===== config.mk =====
export PLATFORM = sky130hd
export DESIGN_NAME = traffic_light_monitor
export DESIGN_NICKNAME = d
export VERILOG_FILES = /design/src/rtl/traffic_light_monitor.sv
export SDC_FILE = /design/constraint.sdc
export NUM_CORES = 1
export LEC_CHECK = 0
export CAP_MARGIN = 15
export CELL_PAD_IN_SITES_DETAIL_PLACEMENT = 2
export CELL_PAD_IN_SITES_GLOBAL_PLACEMENT = 2
export CORE_UTILIZATION = 35
export DETAILED_ROUTE_END_ITERATION = 7
export PLACE_DENSITY = 0.89
export SLEW_MARGIN = 20
export SYNTH_ARGS = -nofsm -noshare
export SYNTH_HDL_FRONTEND = slang
export SYNTH_SLANG_ARGS = --single-unit

===== constraint.sdc =====
create_clock -name clk -period 10.8 [get_ports clk]
set_clock_uncertainty 0.1 [all_clocks]
set_input_delay 2.7 -clock clk [delete_from_list [all_inputs] [get_ports clk]]
set_output_delay 2.7 -clock clk [all_outputs]
set_load 0.05 [all_outputs]

===== src/rtl/traffic_light_monitor.sv =====
// Traffic light monitor: decodes four observed lamp groups into a phase, checks ordering and dwell times.
// Define TLM_FAULT_COUNT_EN to add the saturating fault_cnt error-event counter port.

module traffic_light_monitor #(
    parameter int GREEN_CYC  = 7,
    parameter int YELLOW_CYC = 3
) (
    input  logic       clk,
    input  logic       rst_a,
    input  logic       clr,
    input  logic [2:0] n_lights,
    input  logic [2:0] s_lights,
    input  logic [2:0] e_lights,
    input  logic [2:0] w_lights,
    output logic [2:0] phase,
    output logic       phase_vld,
    output logic       err_conflict,
    output logic       err_pattern,
    output logic       err_seq,
    output logic       err_dur,
    output logic       fault,
    output logic [7:0] round_cnt
`ifdef TLM_FAULT_COUNT_EN
    ,
    output logic [7:0] fault_cnt
`endif
);

    localparam logic [2:0] LAMP_GREEN   = 3'b001;
    localparam logic [2:0] LAMP_YELLOW  = 3'b010;
    localparam logic [2:0] LAMP_RED     = 3'b100;
    localparam logic [3:0] GREEN_DWELL  = 4'(GREEN_CYC);
    localparam logic [3:0] YELLOW_DWELL = 4'(YELLOW_CYC);
    localparam logic [3:0] DWELL_MAX    = 4'd15;
    localparam logic [2:0] PH_N         = 3'd0;
    localparam logic [2:0] PH_W_Y       = 3'd7;

    typedef enum logic [1:0] {
        ST_IDLE  = 2'd0,
        ST_TRACK = 2'd1,
        ST_FAULT = 2'd2
    } state_t;

    state_t     state_q, state_d;
    logic [2:0] lamp_in [4];
    logic [2:0] lamp_q  [4];
    logic [2:0] lamp_d  [4];
    logic       in_vld_q, in_vld_d;
    logic [2:0] phase_q, phase_d;
    logic       phase_vld_q, phase_vld_d;
    logic [3:0] err_q, err_d;      // {dur, seq, pattern, conflict}
    logic       fault_q, fault_d;
    logic [3:0] dwell_q, dwell_d;
    logic       first_q, first_d;
    logic [7:0] round_q, round_d;

    logic [3:0] not_red, bad_code, is_yellow;
    logic [2:0] lit_cnt;
    logic [2:0] dec_phase;
    logic       legal, conflict_det, pattern_det;
    logic       same_phase, tracking, seq_det, dur_det;
    logic [2:0] phase_succ;
    logic [3:0] dwell_exp;
    logic [3:0] new_err;

    assign lamp_in[0] = n_lights;
    assign lamp_in[1] = s_lights;
    assign lamp_in[2] = e_lights;
    assign lamp_in[3] = w_lights;

    for (genvar gi = 0; gi < 4; gi++) begin : g_dir
        assign not_red[gi]   = (lamp_q[gi] != LAMP_RED);
        assign bad_code[gi]  = (lamp_q[gi] != LAMP_GREEN) && (lamp_q[gi] != LAMP_YELLOW)
                               && (lamp_q[gi] != LAMP_RED);
        assign is_yellow[gi] = (lamp_q[gi] == LAMP_YELLOW);
    end

    // in_vld_q masks the all-red reset contents of the input registers from the checks.
    always_comb begin : p_decode
        lit_cnt   = 3'd0;
        dec_phase = 3'd0;
        for (int i = 0; i < 4; i++) begin
            lamp_d[i] = lamp_in[i];
            lit_cnt   = lit_cnt + {2'b00, not_red[i]};
            if (not_red[i]) begin
                dec_phase = {2'(i), is_yellow[i]};
            end
        end
        in_vld_d     = 1'b1;
        conflict_det = in_vld_q && (lit_cnt > 3'd1);
        pattern_det  = in_vld_q && ((|bad_code) || (lit_cnt == 3'd0));
        legal        = in_vld_q && (lit_cnt == 3'd1) && !(|bad_code);
    end

    always_ff @(posedge clk or posedge rst_a) begin : p_state_reg
        if (rst_a) begin
            state_q <= ST_IDLE;
        end else begin
            state_q <= state_d;
        end
    end

    always_comb begin : p_next_state
        state_d = state_q;
        if (clr) begin
            state_d = ST_IDLE;
        end else if (|err_d) begin
            state_d = ST_FAULT;
        end else if ((state_q == ST_IDLE) && legal) begin
            state_d = ST_TRACK;
        end
    end

    always_comb begin : p_out_comb
        phase_succ  = phase_q + 3'd1;
        same_phase  = (dec_phase == phase_q);
        dwell_exp   = phase_q[0] ? YELLOW_DWELL : GREEN_DWELL;
        tracking    = (state_q == ST_TRACK) && legal;
        seq_det     = tracking && !same_phase && (dec_phase != phase_succ);
        // Same phase at the expected dwell means this cycle overstays; flag it now.
        dur_det     = tracking && !first_q &&
                      (same_phase ? (dwell_q == dwell_exp) : (dwell_q != dwell_exp));
        new_err     = {dur_det, seq_det, pattern_det, conflict_det};
        err_d       = clr ? 4'b0000 : (err_q | new_err);
        fault_d     = |err_d;
        phase_d     = legal ? dec_phase : phase_q;
        phase_vld_d = legal;

        dwell_d = dwell_q;
        first_d = first_q;
        if ((state_q == ST_IDLE) && legal) begin
            dwell_d = 4'd1;
            first_d = 1'b1;
        end else if (tracking) begin
            if (same_phase) begin
                if (dwell_q != DWELL_MAX) begin
                    dwell_d = dwell_q + 4'd1;
                end
            end else begin
                dwell_d = 4'd1;
                first_d = 1'b0;
            end
        end

        round_d = round_q;
        if (tracking && (phase_q == PH_W_Y) && (dec_phase == PH_N) && (new_err == 4'b0000)) begin
            round_d = round_q + 8'd1;
        end
    end

    always_ff @(posedge clk or posedge rst_a) begin : p_regs
        if (rst_a) begin
            for (int i = 0; i < 4; i++) begin
                lamp_q[i] <= LAMP_RED;
            end
            in_vld_q    <= 1'b0;
            phase_q     <= 3'd0;
            phase_vld_q <= 1'b0;
            err_q       <= 4'b0000;
            fault_q     <= 1'b0;
            dwell_q     <= 4'd0;
            first_q     <= 1'b0;
            round_q     <= 8'd0;
        end else begin
            for (int i = 0; i < 4; i++) begin
                lamp_q[i] <= lamp_d[i];
            end
            in_vld_q    <= in_vld_d;
            phase_q     <= phase_d;
            phase_vld_q <= phase_vld_d;
            err_q       <= err_d;
            fault_q     <= fault_d;
            dwell_q     <= dwell_d;
            first_q     <= first_d;
            round_q     <= round_d;
        end
    end

`ifdef TLM_FAULT_COUNT_EN
    logic [7:0] fault_cnt_q, fault_cnt_d;

    always_comb begin : p_fault_cnt
        fault_cnt_d = fault_cnt_q;
        if ((|(err_d & ~err_q)) && (fault_cnt_q != 8'hFF)) begin
            fault_cnt_d = fault_cnt_q + 8'd1;
        end
    end

    always_ff @(posedge clk or posedge rst_a) begin : p_fault_cnt_reg
        if (rst_a) begin
            fault_cnt_q <= 8'd0;
        end else begin
            fault_cnt_q <= fault_cnt_d;
        end
    end

    assign fault_cnt = fault_cnt_q;
`endif

    assign phase        = phase_q;
    assign phase_vld    = phase_vld_q;
    assign err_conflict = err_q[0];
    assign err_pattern  = err_q[1];
    assign err_seq      = err_q[2];
    assign err_dur      = err_q[3];
    assign fault        = fault_q;
    assign round_cnt    = round_q;

endmodule


==> results by group <==
Final layout
  • Antenna Cells: 0
  • Share of layout cells above drive strength 1: 0.137
  • Area growth syn-to-layout: 28.1%
  • Multi-input logic area: 936 µm²
  • Nets: approximately 240
  • Reg area: 931 µm²
  • Fill cell count: roughly 560

STA
  • Fmax: around 230 MHz
  • Final hold vios: 0
  • Tmin final: roughly 4.4 ns
  • Max Transition Viols Final: 0
  • Post-route clock period utilization: 0.406
  • Setup ws final: ~6.4 ns
  • Final setup fails: 0
  • Least-Margin Pin Slew: just under 0.8 ns
  • Setup_tns: 0 ns
  • Rel. slew slack: 0.462
  • RSZ-0062 raised after global routing: false

CTS
  • Insertion delay to the later sink of the worst-skew pair: slightly below 0.3 ns
  • H-tree depth: 2
  • Max clock buf depth: 2
  • Num CTS Buffers: 5
  • Clk sinks: 37
  • Postcts setup bufs: 0
  • Number of gates resized after cts: 0
  • Hold_buf cts: 0
  • Worst-path clk slew: around 0.08 ns
  • CTS tree: yes
  • Root cell of the clock tree: clkbuf_8

Run status
  • Status: complete, no violations

Detailed routing
  • Vias per Instance: roughly 5.3
  • Post-DRT Antenna Nets: 0
  • Drt first pass iters: 4
  • WL final: a little under 5000 µm
  • Via count: 1533
  • Routed WL per cell: between 15 and 20 µm
  • Initial DRC count: 80
  • Remaining DRCs: 0

Setup path
  • Buf/Inv on CP: 1
  • Data required time of the critical path: ~8 ns
  • R2R setup slack: around 6.7 ns
  • Crit path largest cell delay: approximately 0.84 ns
  • CP max FO: 7
  • Reg2Reg Launch Point: lamp_q[8]
  • R2R cell count: 13
  • CP arrival: 1.59 ns
  • Crit-path cells: clkdlybuf4s50_1
  • Crit path kind: flip-flop to output port
  • CP Launch Type: flip-flop
  • Setup crit end kind: output port
  • CP delay by family, top: buffers and inverters
  • Critical-path top delay cell: clkdlybuf4s50_1
  • Worst reg2reg path endpoint: round_cnt[1]

Synth
  • Synth area leader: dfrtp_1
  • Flops & latches, synth: 37
  • Synth area leaders: dfrtp_1, dfstp_2, ha_1
  • Ys async rst share: 1.00
  • Post-synth top cells: dfrtp_1, nor2_1, inv_1
  • Top_reg_cell synth: dfrtp_1
  • Syn nets: 202
  • Post-synth EDFFs: 0
  • Post-synthesis cell type count: 51
  • Yosys warns: 0
  • Share of the synthesized area in the top cell type: 0.430
  • Synth Instances: approximately 180
  • Seq/Total Area, Yosys: 0.485
  • Synth Cell Area: approximately 1900 µm²
  • Synth Area per Inst: between 10 and 15 µm²
  • Most common cell in the netlist: dfrtp_1

Min path
  • Hold crit path type: flip-flop to flip-flop
  • Hold EP: round_cnt[7]
  • WHS Path Cells: 1
  • Hold Path Origin: round_cnt[7]

Placed design
  • Post-DP HPWL: 3650 µm
  • Routability cong.: around 0.85
  • Port Buffers: 31
  • Pre-CTS setup slack: just under 7 ns

Die
  • Die Y: ~76 µm
  • Initial Utilization: 0.369
  • Row Count: 26
  • Die area: 5790 µm²
  • Io pins: 32
  • Die W: roughly 76 µm
  • Core area: 5200 µm²

Pwr
  • Maximum vdd drop: 0.0757 mV
  • P per Cell Area: around 140 nW/µm²
  • Leak: around 0.0010 µW

GRT
  • Global-route usage over all layers: 0.190
  • Pin count of the biggest net entering global routing: 38
  • Vias in the first global route: around 1700
  • First-pass GRT wire length: between 8000 and 9000 µm
  • Initial antenna violation count: 0
  • Total gr overflow: 0

Run
  • Max_cap viols: 0
[how the worst max path moves through the flow]
stage,end,startpoint,slack [ns],cells after the start
5_1_grt,phase[0],phase[0],6.35,1
2_1_floorplan,round_cnt[1],lamp_q[2],7.12,14
6_report,phase[0],phase[0],6.41,1
3_3_place_gp,phase[0],phase[0],6.75,1
4_1_cts,phase[0],phase[0],6.41,1
3_5_place_dp,phase[0],phase[0],6.72,1
[routing by layer]
layer | up-vias | GRT usage | routed length (µm)
met4 | 0 | 0.0577 | 68
met5 | - | 0 | 0
met3 | 7 | 0.0323 | 126
met1 | 761 | 0.251 | 2280
met2 | 26 | 0.319 | 2470
li1 | 739 | - | -
[registers in the layout (all words and copies together), names as in the netlist]
| register | cells |
|---|---|
| dwell_q | 4 |
| err_q | 4 |
| fault | 1 |
| first_q | 1 |
| in_vld_q | 1 |
| lamp_q | 12 |
| phase | 3 |
| phase_vld | 1 |
| round_cnt | 8 |
| state_q | 2 |
[power by group]
part	internal, µW	switching [µW]
combinational	16.4	22.4
sequential	144	5.91
clock	91.8	51.4
total	252	79.7
[final cells by class]
class	instances	area share
sequential	37	0.378
inverter	11	0.0188
timing repair buffer	33	0.132
clock buffer	5	0.0280
multi-input combinational	130	0.380
clock inverter	3	0.0264
tap	70	0.0356
[metrics by stage]
stage	total power [µW]	cells	cell area, µm²	hold slack (ns)	utilization
after floorplan	175	179	1920	0.362	-
after global placement	189	281	2320	0.364	0.446
after detailed placement	192	281	2320	0.368	0.446
after CTS	337	289	2450	0.376	0.471
after global routing	346	289	2460	0.390	0.473
final	332	289	2460	0.376	0.473
[kinds of logic after synthesis]
kind of cell / Yosys count / share of synthesized area
and+or+nand+nor: 74 / 0.236
DFF: 37 / 0.485
AOI/OAI and AO/OA: 32 / 0.117
buffers and inverters: 12 / 0.0313
xor gates and xnor gates: 11 / 0.0502
adders and majority gates: 8 / 0.0560
muxes: 4 / 0.0221
other: 1 / 0.00195
[layout by cell type, fill, tap and decap left out, types with 5 or more instances in the layout]
cell / count
nand4_1: 6
a21oi_1: 6
nand2_1: 9
nor4_1: 7
o21ai_0: 9
xor2_1: 9
dfrtp_1: 33
inv_1: 10
clkdlybuf4s50_1: 31
clkbuf_8: 5
ha_1: 7
nand3_1: 6
nor2_1: 14
No activity file was read; power rests on OpenSTA's default activity.
